===== config.mk =====
export PLATFORM = sky130hd
export DESIGN_NAME = top_level_hamming
export DESIGN_NICKNAME = d
export VERILOG_FILES = /design/src/rtl/hamming_pkg.sv /design/src/rtl/data_mem.sv /design/src/rtl/top_level_hamming.sv
export SDC_FILE = /design/constraint.sdc
export NUM_CORES = 1
export LEC_CHECK = 0
export BUFFER_PORTS_ARGS = -buffer_cell sky130_fd_sc_hd__buf_2
export CAP_MARGIN = 5
export CORE_MARGIN = 2
export CORE_UTILIZATION = 25
export DETAILED_ROUTE_END_ITERATION = 7
export GPL_ROUTABILITY_DRIVEN = 0
export SLEW_MARGIN = 20
export SYNTH_ARGS = -nofsm -noshare
export SYNTH_HDL_FRONTEND = slang
export SYNTH_SLANG_ARGS = --single-unit

===== constraint.sdc =====
create_clock -name clk -period 1.4 [get_ports clk]
set_input_delay 0.14 -clock clk [delete_from_list [all_inputs] [get_ports clk]]
set_output_delay 0.14 -clock clk [all_outputs]
set_load 0.02 [all_outputs]

===== src/rtl/hamming_pkg.sv =====
`default_nettype none
// ============================================================================
// Module      : hamming_pkg
// Description : Shared defaults, FSM state encoding and the (16,11) SECDED
//               encode function for the Hamming encoder engine.
// Revision    : 1.0 - initial release
// ============================================================================
package hamming_pkg;

    localparam int DEF_NUM_MSG   = 15;
    localparam int DEF_IN_BASE   = 0;
    localparam int DEF_OUT_BASE  = 30;
    localparam int DEF_MEM_DEPTH = 256;

    typedef enum logic [2:0] {
        ST_IDLE  = 3'd0,
        ST_RD_LO = 3'd1,
        ST_RD_HI = 3'd2,
        ST_WR_HI = 3'd3,
        ST_WR_LO = 3'd4,
        ST_DONE  = 3'd5
    } state_t;

    // msg[k-1] holds data bit d<k>; result is {d11..d5,p8,d4,d3,d2,p4,d1,p2,p1,p0}
    function automatic logic [15:0] hamming_encode(input logic [10:0] msg);
        logic p8, p4, p2, p1, p0;
        p8 = ^msg[10:4];
        p4 = (^msg[10:7]) ^ (^msg[3:1]);
        p2 = msg[10] ^ msg[9] ^ msg[6] ^ msg[5] ^ msg[3] ^ msg[2] ^ msg[0];
        p1 = msg[10] ^ msg[8] ^ msg[6] ^ msg[4] ^ msg[3] ^ msg[1] ^ msg[0];
        p0 = (^msg) ^ p8 ^ p4 ^ p2 ^ p1;
        return {msg[10:4], p8, msg[3], msg[2], msg[1], p4, msg[0], p2, p1, p0};
    endfunction

endpackage
`default_nettype wire


===== src/rtl/data_mem.sv =====
`default_nettype none
// ============================================================================
// Module      : data_mem
// Description : Single-port byte memory, combinational read, synchronous write.
// Revision    : 1.0 - initial release
// ============================================================================
module data_mem #(
    parameter int DEPTH  = 256,
    parameter int ADDR_W = 8
) (
    input  logic              clk,
    input  logic              we,
    input  logic [ADDR_W-1:0] addr,
    input  logic [7:0]        wdata,
    output logic [7:0]        rdata
);

    // Contents are deliberately not reset; the array is preloaded externally.
    logic [7:0] core [DEPTH];

    always_ff @(posedge clk) begin
        if (we) begin
            core[addr] <= wdata;
        end
    end

    assign rdata = core[addr];

endmodule
`default_nettype wire


===== src/rtl/top_level_hamming.sv =====
`default_nettype none
// ============================================================================
// Module      : top_level_hamming
// Description : Reads NUM_MSG 11-bit messages from dm1, writes back 16-bit
//               SECDED codewords, then raises done.
// Revision    : 1.0 - initial release
// ============================================================================
module top_level_hamming
    import hamming_pkg::*;
#(
    parameter int NUM_MSG   = DEF_NUM_MSG,
    parameter int IN_BASE   = DEF_IN_BASE,
    parameter int OUT_BASE  = DEF_OUT_BASE,
    parameter int MEM_DEPTH = DEF_MEM_DEPTH
) (
    input  logic clk,
    input  logic reset,
    input  logic start,
    output logic done
);

    localparam logic [7:0] C_IN_BASE  = 8'(IN_BASE);
    localparam logic [7:0] C_OUT_BASE = 8'(OUT_BASE);
    localparam logic [7:0] C_LAST_IDX = 8'(NUM_MSG - 1);

    state_t      r_state;
    logic [7:0]  r_idx;
    logic [10:0] r_msg;
    logic        r_armed;
    logic        r_done;

    logic        w_we;
    logic [7:0]  w_addr;
    logic [7:0]  w_wdata;
    logic [7:0]  w_rdata;
    logic [7:0]  w_off;
    logic [15:0] w_cw;

    data_mem #(
        .DEPTH  (MEM_DEPTH),
        .ADDR_W (8)
    ) dm1 (
        .clk   (clk),
        .we    (w_we),
        .addr  (w_addr),
        .wdata (w_wdata),
        .rdata (w_rdata)
    );

    assign w_off = {r_idx[6:0], 1'b0};
    assign w_cw  = hamming_encode(r_msg);

    // Writes are qualified by reset so an abort lands before any further byte.
    always_comb begin
        w_addr  = C_IN_BASE + w_off;
        w_we    = 1'b0;
        w_wdata = w_cw[7:0];
        case (r_state)
            ST_RD_HI: w_addr = C_IN_BASE + w_off + 8'd1;
            ST_WR_HI: begin
                w_addr  = C_OUT_BASE + w_off + 8'd1;
                w_we    = reset;
                w_wdata = w_cw[15:8];
            end
            ST_WR_LO: begin
                w_addr = C_OUT_BASE + w_off;
                w_we   = reset;
            end
            default: ;
        endcase
    end

    always_ff @(posedge clk) begin
        if (!reset) begin
            r_state <= ST_IDLE;
            r_idx   <= '0;
            r_armed <= 1'b0;
            r_done  <= 1'b0;
        end else begin
            case (r_state)
                ST_IDLE: begin
                    // A run begins on the first low sample following a high one.
                    if (start) begin
                        r_armed <= 1'b1;
                    end else if (r_armed) begin
                        r_armed <= 1'b0;
                        r_state <= ST_RD_LO;
                    end
                end
                ST_RD_LO: begin
                    r_msg[7:0] <= w_rdata;
                    r_state    <= ST_RD_HI;
                end
                ST_RD_HI: begin
                    r_msg[10:8] <= w_rdata[2:0];
                    r_state     <= ST_WR_HI;
                end
                ST_WR_HI: r_state <= ST_WR_LO;
                ST_WR_LO: begin
                    if (r_idx == C_LAST_IDX) begin
                        r_idx   <= '0;
                        r_done  <= 1'b1;
                        r_state <= ST_DONE;
                    end else begin
                        r_idx   <= r_idx + 8'd1;
                        r_state <= ST_RD_LO;
                    end
                end
                ST_DONE: begin
                    if (start) begin
                        r_done  <= 1'b0;
                        r_armed <= 1'b1;
                        r_state <= ST_IDLE;
                    end
                end
                default: r_state <= ST_IDLE;
            endcase
        end
    end

    assign done = r_done;

endmodule
`default_nettype wire


Word-level counts from Yosys, hierarchy flattened
Cells that the tools add are included.
{"block": "op_classes", "bitwise_logic": 0, "multipliers": 0, "n_addsub": 1, "n_lt_le_gt_ge": 0, "n_mux": 12, "reduce_logical": 6, "n_div": 0, "shift": 0, "n_eq_ne": 10}
{"op": "$pmux W3 S6", "count": 1}
{"op": "$mux W3", "count": 4}
{"op": "$add A8 B1 Y8 const B", "count": 1}
{"op": "$eq A8 B4 Y1 const B", "count": 1}
{"op": "$mux W8", "count": 1}
{"op": "$ne A2 B2 Y1 const B", "count": 4}
{"op": "$eq A3 B2 Y1 const B", "count": 2}
{"op": "$eq A3 B3 Y1 const B", "count": 2}
{"op": "$reduce_and A3 Y1", "count": 2}
{"op": "$mux W1", "count": 4}
{"op": "$pmux W1 S2", "count": 2}
{"op": "$reduce_bool A2 Y1", "count": 2}
{"op": "$eq A3 B1 Y1 const B", "count": 1}
{"op": "$logic_not A3 Y1", "count": 1}
{"op": "$reduce_and A2 Y1", "count": 1}
{"block": "word_totals", "mem_bits_ro": 0, "out_inout_bits": 1, "mem_count": 0, "reg_bits": 13, "wordCells": 33, "ram_bits": 0, "latch_bits": 0}

Logic depth before layout (Yosys ltp)
Gate-level depths: netlist of the first run.
{"block": "logic_depth", "depth_word": 3, "ltp_mapped": 5, "depth_no_buf": 5}

Worst setup path after synthesis of the first run
OpenSTA, ideal clock, no wires.
{"block": "synth_timing", "kind": "register to register", "start": "reg r_state[0]", "end": "reg r_idx[7]", "setup_slack_ps": -144, "setup_time_ps": 70, "t_required_ps": 1330, "arrival_time_ps": 1474, "path_stages_with_launch": 6, "path_cell_list": "dfxtp_1 -> buf_4 -> nor3b_4 -> nand3_4 -> or4_1 -> a21boi_1"}
{"block": "synth_via", "elab_chain_cells": 1}
{"element": "start: declaration", "line": "top_level_hamming.sv:26", "rtl": "state_t r_state;"}
{"element": "start signal: assignment", "line": "top_level_hamming.sv:75", "rtl": "r_state <= ST_IDLE;"}
{"element": "start signal: assignment", "line": "top_level_hamming.sv:87", "rtl": "r_state <= ST_RD_LO;"}
{"element": "start signal: assignment", "line": "top_level_hamming.sv:92", "rtl": "r_state <= ST_RD_HI;"}
{"element": "$eq A3 B3 Y1", "line": "top_level_hamming.sv:80", "rtl": "case (r_state)"}
{"element": "end signal: assignment", "line": "top_level_hamming.sv:105", "rtl": "r_idx <= r_idx + 8'd1;"}
{"element": "end: declaration", "line": "top_level_hamming.sv:27", "rtl": "logic [7:0] r_idx;"}
Every way passes these cells.
A chain may end at the register's enable or synchronous reset.

Final worst setup path of the first run
{"block": "layout_timing", "start": "reg r_idx[0]", "end": "reg r_idx[7]"}
{"block": "layout_via", "elab_chain_cells": 2, "word_cells_on_any_way": 3}
{"element": "$add A8 B1 Y8 or $eq A8 B4 Y1 (tied branches)", "line": "top_level_hamming.sv:105, top_level_hamming.sv:100"}
{"element": "$mux W8 (*)", "line": "top_level_hamming.sv:100", "rtl": "if (r_idx == C_LAST_IDX) begin"}
Mark *: on every way between the ends. The rest lies on a longest branch, timed or not.

==> results of run 1 <==
[cells in the final DEF (no fill, tap or decap), types with 2 or more instances in the layout]
master and count:
inv_1 2, dfxtp_1 8, o21ai_0 5, and2_1 3, nand2b_1 2, a21oi_1 5
o22ai_1 3, buf_4 11, dfxtp_2 5, a21boi_1 2, nand2_1 10, o211a_1 2
clkbuf_4 3, buf_2 3, nor2_1 2, nand3_1 3
[cell type report]
type                       count  share of cell area [%]
tap                           31                    4.41
timing repair buffer          14                    11.1
inverter                       2                   0.853
sequential                    13                    30.3
multi-input combinational     62                    50.4
clock buffer                   4                    2.99
[power groups by stage]
stage / combinational (mW) / sequential [mW] / clock, mW
finish: 0.0637 / 0.399 / 0.233
global route: 0.0715 / 0.401 / 0.272
CTS: 0.0635 / 0.397 / 0.251
detailed placement: 0.0631 / 0.406 / 0
global placement: 0.0611 / 0.405 / 0
floorplan: 0.0593 / 0.399 / 0
[kinds of logic after synthesis]
group,count (synthesis),share of synthesized area (%)
buf+inv,6,5.69
fa+ha+maj,2,3.45
compound gates,23,21.4
xor+xnor,2,2.41
simple gates,34,29.8
mux,1,1.38
flops,13,35.9
[metal layers]
| layer | up-vias | wire, um | track usage (%) |
|---|---|---|---|
| li1 | 324 | - | - |
| met1 | 291 | 682 | 12.0 |
| met2 | 12 | 712 | 15.6 |
| met3 | 4 | 52 | 3.35 |
| met4 | 0 | 25 | 5.98 |
| met5 | - | 0 | 0 |
[worst register-to-register path, delay by kind of cell (launching register included)]
family,cells,cell delay [ps]
buffers and inverters,1,50
AO/OA/AOI/OAI,1,120
AND/OR/NAND/NOR,2,620
flip-flops,1,330
adder cells (fa/ha/maj),1,180
[worst max path at each step]
stage / slack [ps] / depth (start not counted) / to
2_1_floorplan: -100 / 5 / r_idx[7]$_SDFFE_PN0P_
3_3_place_gp: 20 / 5 / r_idx[7]$_SDFFE_PN0P_
3_5_place_dp: -30 / 5 / r_idx[7]$_SDFFE_PN0P_
4_1_cts: -20 / 5 / r_idx[7]$_SDFFE_PN0P_
5_1_grt: -30 / 5 / r_idx[1]$_SDFFE_PN0P_
6_report: 30 / 5 / r_idx[7]$_SDFFE_PN0P_
[flip-flops by register name, indices dropped and copies added (netlist names)]
register,flops
done,1
r_armed,1
r_idx,8
r_state,3
[what timing repair did]
| item | in CTS | in global routing |
|---|---|---|
| endpoints found under the setup margin | 4 | 7 |
| resized for setup | 3 | 7 |
| buffers inserted | 0 | 0 |
| pin swaps | 1 | 3 |
| gates cloned | 0 | 0 |
[through the flow]
step | hold WS (ps) | cell area, sq um | setup slack (ps) | instances | TNS, ps
3_3_place_gp | 477 | 828 | 16.4 | 122 | 0
2_1_floorplan | 293 | 729 | -95.3 | 81 | -95.3
4_1_cts | 223 | 865 | -24.3 | 126 | -24.3
3_5_place_dp | 488 | 828 | -32.7 | 122 | -55.9
6_report | 239 | 880 | 34.0 | 126 | 0
5_1_grt | 244 | 880 | -31.0 | 126 | -84.4
==> impl_metrics.yaml, run 1 <==
run_status:
  outcome: "complete, no violations"
route:
  drtIter0Drc: 11
  postRouteAntennaNets: 0
  wl_per_cell_um: 11.7
  routed_wl_mm: 1.47
  route.detailed.drc: 0
  via_per_inst: 5.01
  dr.pass1.iters: 4
  dr_total_vias: 631
logic_synthesis:
  syn_area_per_cell_sq_um: 8.96
  ys.flop_type: "dfxtp_1"
  synth_commonest_cells: "dfxtp_1, nand2_1, a21oi_1, o21ai_0"
  synth_cells: 81
  syn_area_sq_um: 726
  synth_seq_cells: 13
  synth_edf_count: 0
  yosys.area.top_type: "dfxtp_1"
  synth_cell_type_count: 40
  yosysSeqAreaShare_pct: 35.9
  synth_top_area_share_pct: 35.9
  synthArstFlopShare_pct: 0
  synthTopCellsByArea: "dfxtp_1, nand2_1, a21oi_1"
  synth_fp_nets: 86
  synth_most_common_cell: "dfxtp_1"
  yosysWarnings: 0
setup_path:
  max_stage_delay_ps: 490
  crit_arrival_ps: 1580
  critPathTopFamily: "simple AND/OR/NAND/NOR gates"
  setup.worst_path.start: "r_idx[0]$_SDFFE_PN0P_"
  rr_worst_depth: 5
  worstPathRequired_ps: 1620
  r2r-start: "r_idx[0]$_SDFFE_PN0P_"
  regToRegSetupSlack_ps: 30
  crit_chain: "inv_1, ha_2, and2_4, or4_1, a21boi_1"
  end_kind: "flop"
  worstPathMaxFanout: 2
  worstReg2RegEnd: "r_idx[7]$_SDFFE_PN0P_"
  worstSetupStartpointType: "flop"
  cp_num_buf_inv: 1
  crit_path_top_delay_cell: "or4_1"
  crit_type: "flop to flop"
clock_network:
  cts_root_buffer: "clkbuf_4"
  clk_pin_slew_worst_paths_ps: 80
  postCtsHoldBufs: 0
  cts_tree: "done"
  cts_buffer_depth: 2
  clk-insertion-delay-late_ps: 280
  numClockSinks: 13
  ctsHtreeMaxLevel: 1
  cts_buffers: 3
cells_and_area:
  diodes: 0
  multi_input_area_sq_um: 443
  num-fill-cells: 297
  register_area_sq_um: 267
  drive_gt1_share_pct: 31.6
  fin_nets: 101
  syn2layout_area_growth_pct: 21.2
  final_util_pct: 31.9
power_and_ir_drop:
  seq_power_share_pct: 57.3
  p_switching_uw: 169
  power_frac_comb_pct: 9.2
  intPower_uw: 527
  ir_drop_mv: 0.378
  p_leak_nw: 0.350
  p_total_uw: 696
  p_sw_share_pct: 24.3
  clock_power_share_pct: 33.5
  powerDensity_nw_per_um2: 791
floorplan:
  die-area_sq_um: 3350
  io_pins: 4
  core-area_sq_um: 2760
  die_h_um: 57.9
  initial_core_util_pct: 26.3
  die_w_um: 57.9
  rows: 19
sta:
  min_period_over_period_pct: 97.6
  clock.fmax_ghz: 0.732
  finalSetupViolCount: 0
  slew_headroom_pct: 81.1
  worst_pin_slew_ps: 284
  rsz0062_at_grt: "yes"
  fin_skew_ps: 0.911
  period_minus_slack_ps: 1370
  hold_viol: 0
  slew_viol_final: 0
placement:
  portBuffers: 3
  hpwl_mm: 1.08
run:
  maxCapViolCount: 0
worst_hold_path:
  min_path_type: "input port to flop"
  whs_path_depth: 2
  hold_path.startpoint: "reset"
  min_to: "r_idx[2]$_SDFFE_PN0P_"
global_routing:
  grt_remaining_overflow: 0
  grt_pass1_wl_mm: 2.48
  grt_use_total_pct: 10.0
  grt_max_degree: 18
  grt_pass1_vias: 576
  antenna_found_initial: 0
Note: power is estimated with default switching activity, not from simulation.
==> run 2, diff against run 1 <==
--- a/config.mk
+++ b/config.mk
@@ -5,13 +5,14 @@
 export SDC_FILE = /design/constraint.sdc
 export NUM_CORES = 1
 export LEC_CHECK = 0
-export BUFFER_PORTS_ARGS = -buffer_cell sky130_fd_sc_hd__buf_2
 export CAP_MARGIN = 5
 export CORE_MARGIN = 2
 export CORE_UTILIZATION = 25
 export DETAILED_ROUTE_END_ITERATION = 7
+export DONT_BUFFER_PORTS = 1
 export GPL_ROUTABILITY_DRIVEN = 0
 export SLEW_MARGIN = 20
 export SYNTH_ARGS = -nofsm -noshare
 export SYNTH_HDL_FRONTEND = slang
+export SYNTH_HIERARCHICAL = 1
 export SYNTH_SLANG_ARGS = --single-unit
==> impl_metrics.yaml, run 2 <==
run_status:
  outcome: "complete, no violations"
setup_path:
  worstPathMaxFanout: 2
  crit_type: "flop to flop"
  worstSetupStartpointType: "flop"
  crit_arrival_ps: 1570
  end_kind: "flop"
  worstPathRequired_ps: 1610
clock_network:
  numClockSinks: 13
  clk-insertion-delay-late_ps: 270
  cts_tree: "done"
  cts_buffer_depth: 2
  clk_pin_slew_worst_paths_ps: 90
  cts_root_buffer: "clkbuf_4"
  cts_buffers: 3
  ctsHtreeMaxLevel: 1
floorplan:
  core-area_sq_um: 2760
  die_h_um: 57.9
  die_w_um: 57.9
  die-area_sq_um: 3350
  io_pins: 4
  rows: 19
  initial_core_util_pct: 26.3
logic_synthesis:
  synth_fp_nets: 86
  ys.flop_type: "dfxtp_1"
  synthArstFlopShare_pct: 0
  syn_area_per_cell_sq_um: 8.96
  synth_most_common_cell: "dfxtp_1"
  synth_cell_type_count: 40
  yosysWarnings: 6
  synth_seq_cells: 13
  syn_area_sq_um: 726
  synthTopCellsByArea: "dfxtp_1, nand2_1, a21oi_1"
  yosysSeqAreaShare_pct: 35.9
  synth_commonest_cells: "dfxtp_1, nand2_1, a21oi_1, o21ai_0"
  synth_edf_count: 0
  synth_cells: 81
  synth_top_area_share_pct: 35.9
  yosys.area.top_type: "dfxtp_1"
route:
  wl_met1_um: 757
  routed_wl_mm: 1.64
  postRouteAntennaNets: 0
  top_layer: "met4"
  dr_total_vias: 646
  route.detailed.drc: 0
  drtIter0Drc: 35
  via_per_inst: 5.05
  met3_length_um: 40
  dr_wl_met2_um: 826
  wl_per_cell_um: 12.8
  dr.pass1.iters: 4
placement:
  hpwl_mm: 1.07
  portBuffers: 0
  place_ws_ps: -26.3
cells_and_area:
  final_common_cell: "buf_4"
  final_util_pct: 33.6
  largest_reg_flops: 8
  reg_top3: "r_idx: 8 flops, r_state: 3 flops"
  syn2layout_area_growth_pct: 27.6
  fin_nets: 103
  regMostFlops: "r_idx"
  diodes: 0
  drive_gt1_share_pct: 33.0
  final_cell_mix: "buf_4, nand2_1, dfxtp_1, a21oi_1, o21ai_0"
power_and_ir_drop:
  ir_drop_mv: 0.414
  clock_power_share_pct: 34.1
  powerDensity_nw_per_um2: 756
  p_total_uw: 700
  intPower_uw: 529
  power_frac_comb_pct: 8.9
  p_leak_nw: 0.366
  seq_power_share_pct: 57.0
  p_sw_share_pct: 24.5
  p_switching_uw: 171
sta:
  period_minus_slack_ps: 1360
  worst_pin_slew_ps: 240
  whs_ps: 11.2
  clock.fmax_ghz: 0.737
  fin_ws_ps: 43.2
  finalSetupViolCount: 0
  rsz0062_at_grt: "yes"
  hold_viol: 0
  slew_viol_final: 0
  fin_skew_ps: 1.04
  min_period_over_period_pct: 96.9
  slew_headroom_pct: 84.0
global_routing:
  grt_max_degree: 14
  grt_remaining_overflow: 0
  antenna_found_initial: 0
  grt_use_total_pct: 10.9
  grt_pass1_wl_mm: 2.79
  grt_pass1_vias: 624
run:
  maxCapViolCount: 0
worst_hold_path:
  min_path_type: "input port to flop"
run 2: cell counts after synthesis:
Identical to the previous run, type by type.
run 2: path summary, 6_finish.rpt:
path / startpoint / endpoint / slack, ps / cells past startpoint
setup reg to reg: r_idx[0]$_SDFFE_PN0P_ / r_idx[7]$_SDFFE_PN0P_ / 40 / 5
hold reg to reg: r_idx[7]$_SDFFE_PN0P_ / r_idx[7]$_SDFFE_PN0P_ / 550 / 2
hold / removal: reset / r_idx[4]$_SDFFE_PN0P_ / 10 / 2
setup / recovery: r_idx[0]$_SDFFE_PN0P_ / r_idx[7]$_SDFFE_PN0P_ / 40 / 5
run 2: worst max-delay path, stage by stage (launching register included):
cell      delay [ps]
dfxtp_2          340
inv_2             50
ha_4             150
and2_4           130
or4_1            500
a21boi_1         130
run 2: final cells by class:
class | instances | area, sq um
Timing Repair Buffer | 16 | 125
Multi-Input combinational cell | 62 | 463
Clock buffer | 4 | 26.3
Tap cell | 31 | 38.8
Sequential cell | 13 | 265
Inverter | 2 | 7.51
Fill cell | 283 | 1830
run 2: cell families (layout without fill, tap and decap cells):
logic type	count (synthesis)	in the layout	share of synthesized area, %
AO/OA/AOI/OAI	23	23	21.4
XOR/XNOR	2	2	2.41
adder cells (fa/ha/maj)	2	2	3.45
buffers and inverters	6	22	5.69
flip-flops	13	13	35.9
multiplexers	1	1	1.38
AND/OR/NAND/NOR	34	34	29.8
run 2: metal layers:
layer,up-vias,global-route usage (%)
li1,333,-
met1,307,13.1
met2,4,17.9
met3,2,3.35
met4,0,4.65
met5,-,0
run 2: timing repair:
item,4_1_cts,5_1_grt
buffers inserted,1,2
hold endpoints to repair,5,1
gates resized for setup,5,8
setup endpoints to repair,2,6
hold buffers,1,1
pin swaps,3,4
run 2: power by group through the flow:
stage	combinational (mW)	sequential, mW	clock [mW]
after floorplan	0.0593	0.399	0
after global placement	0.0514	0.406	0
after detailed placement	0.0535	0.406	0
after CTS	0.0592	0.399	0.247
after global routing	0.0707	0.401	0.267
final	0.0624	0.399	0.239
run 2: stage by stage:
stage                     TNS (ps)  instances  instance area (sq um)
final                            0        128                    926
after global routing          -185        128                    926
after CTS                        0        125                    870
after detailed placement     -26.3        119                    813
after global placement           0        119                    813
after floorplan              -95.3         81                    729
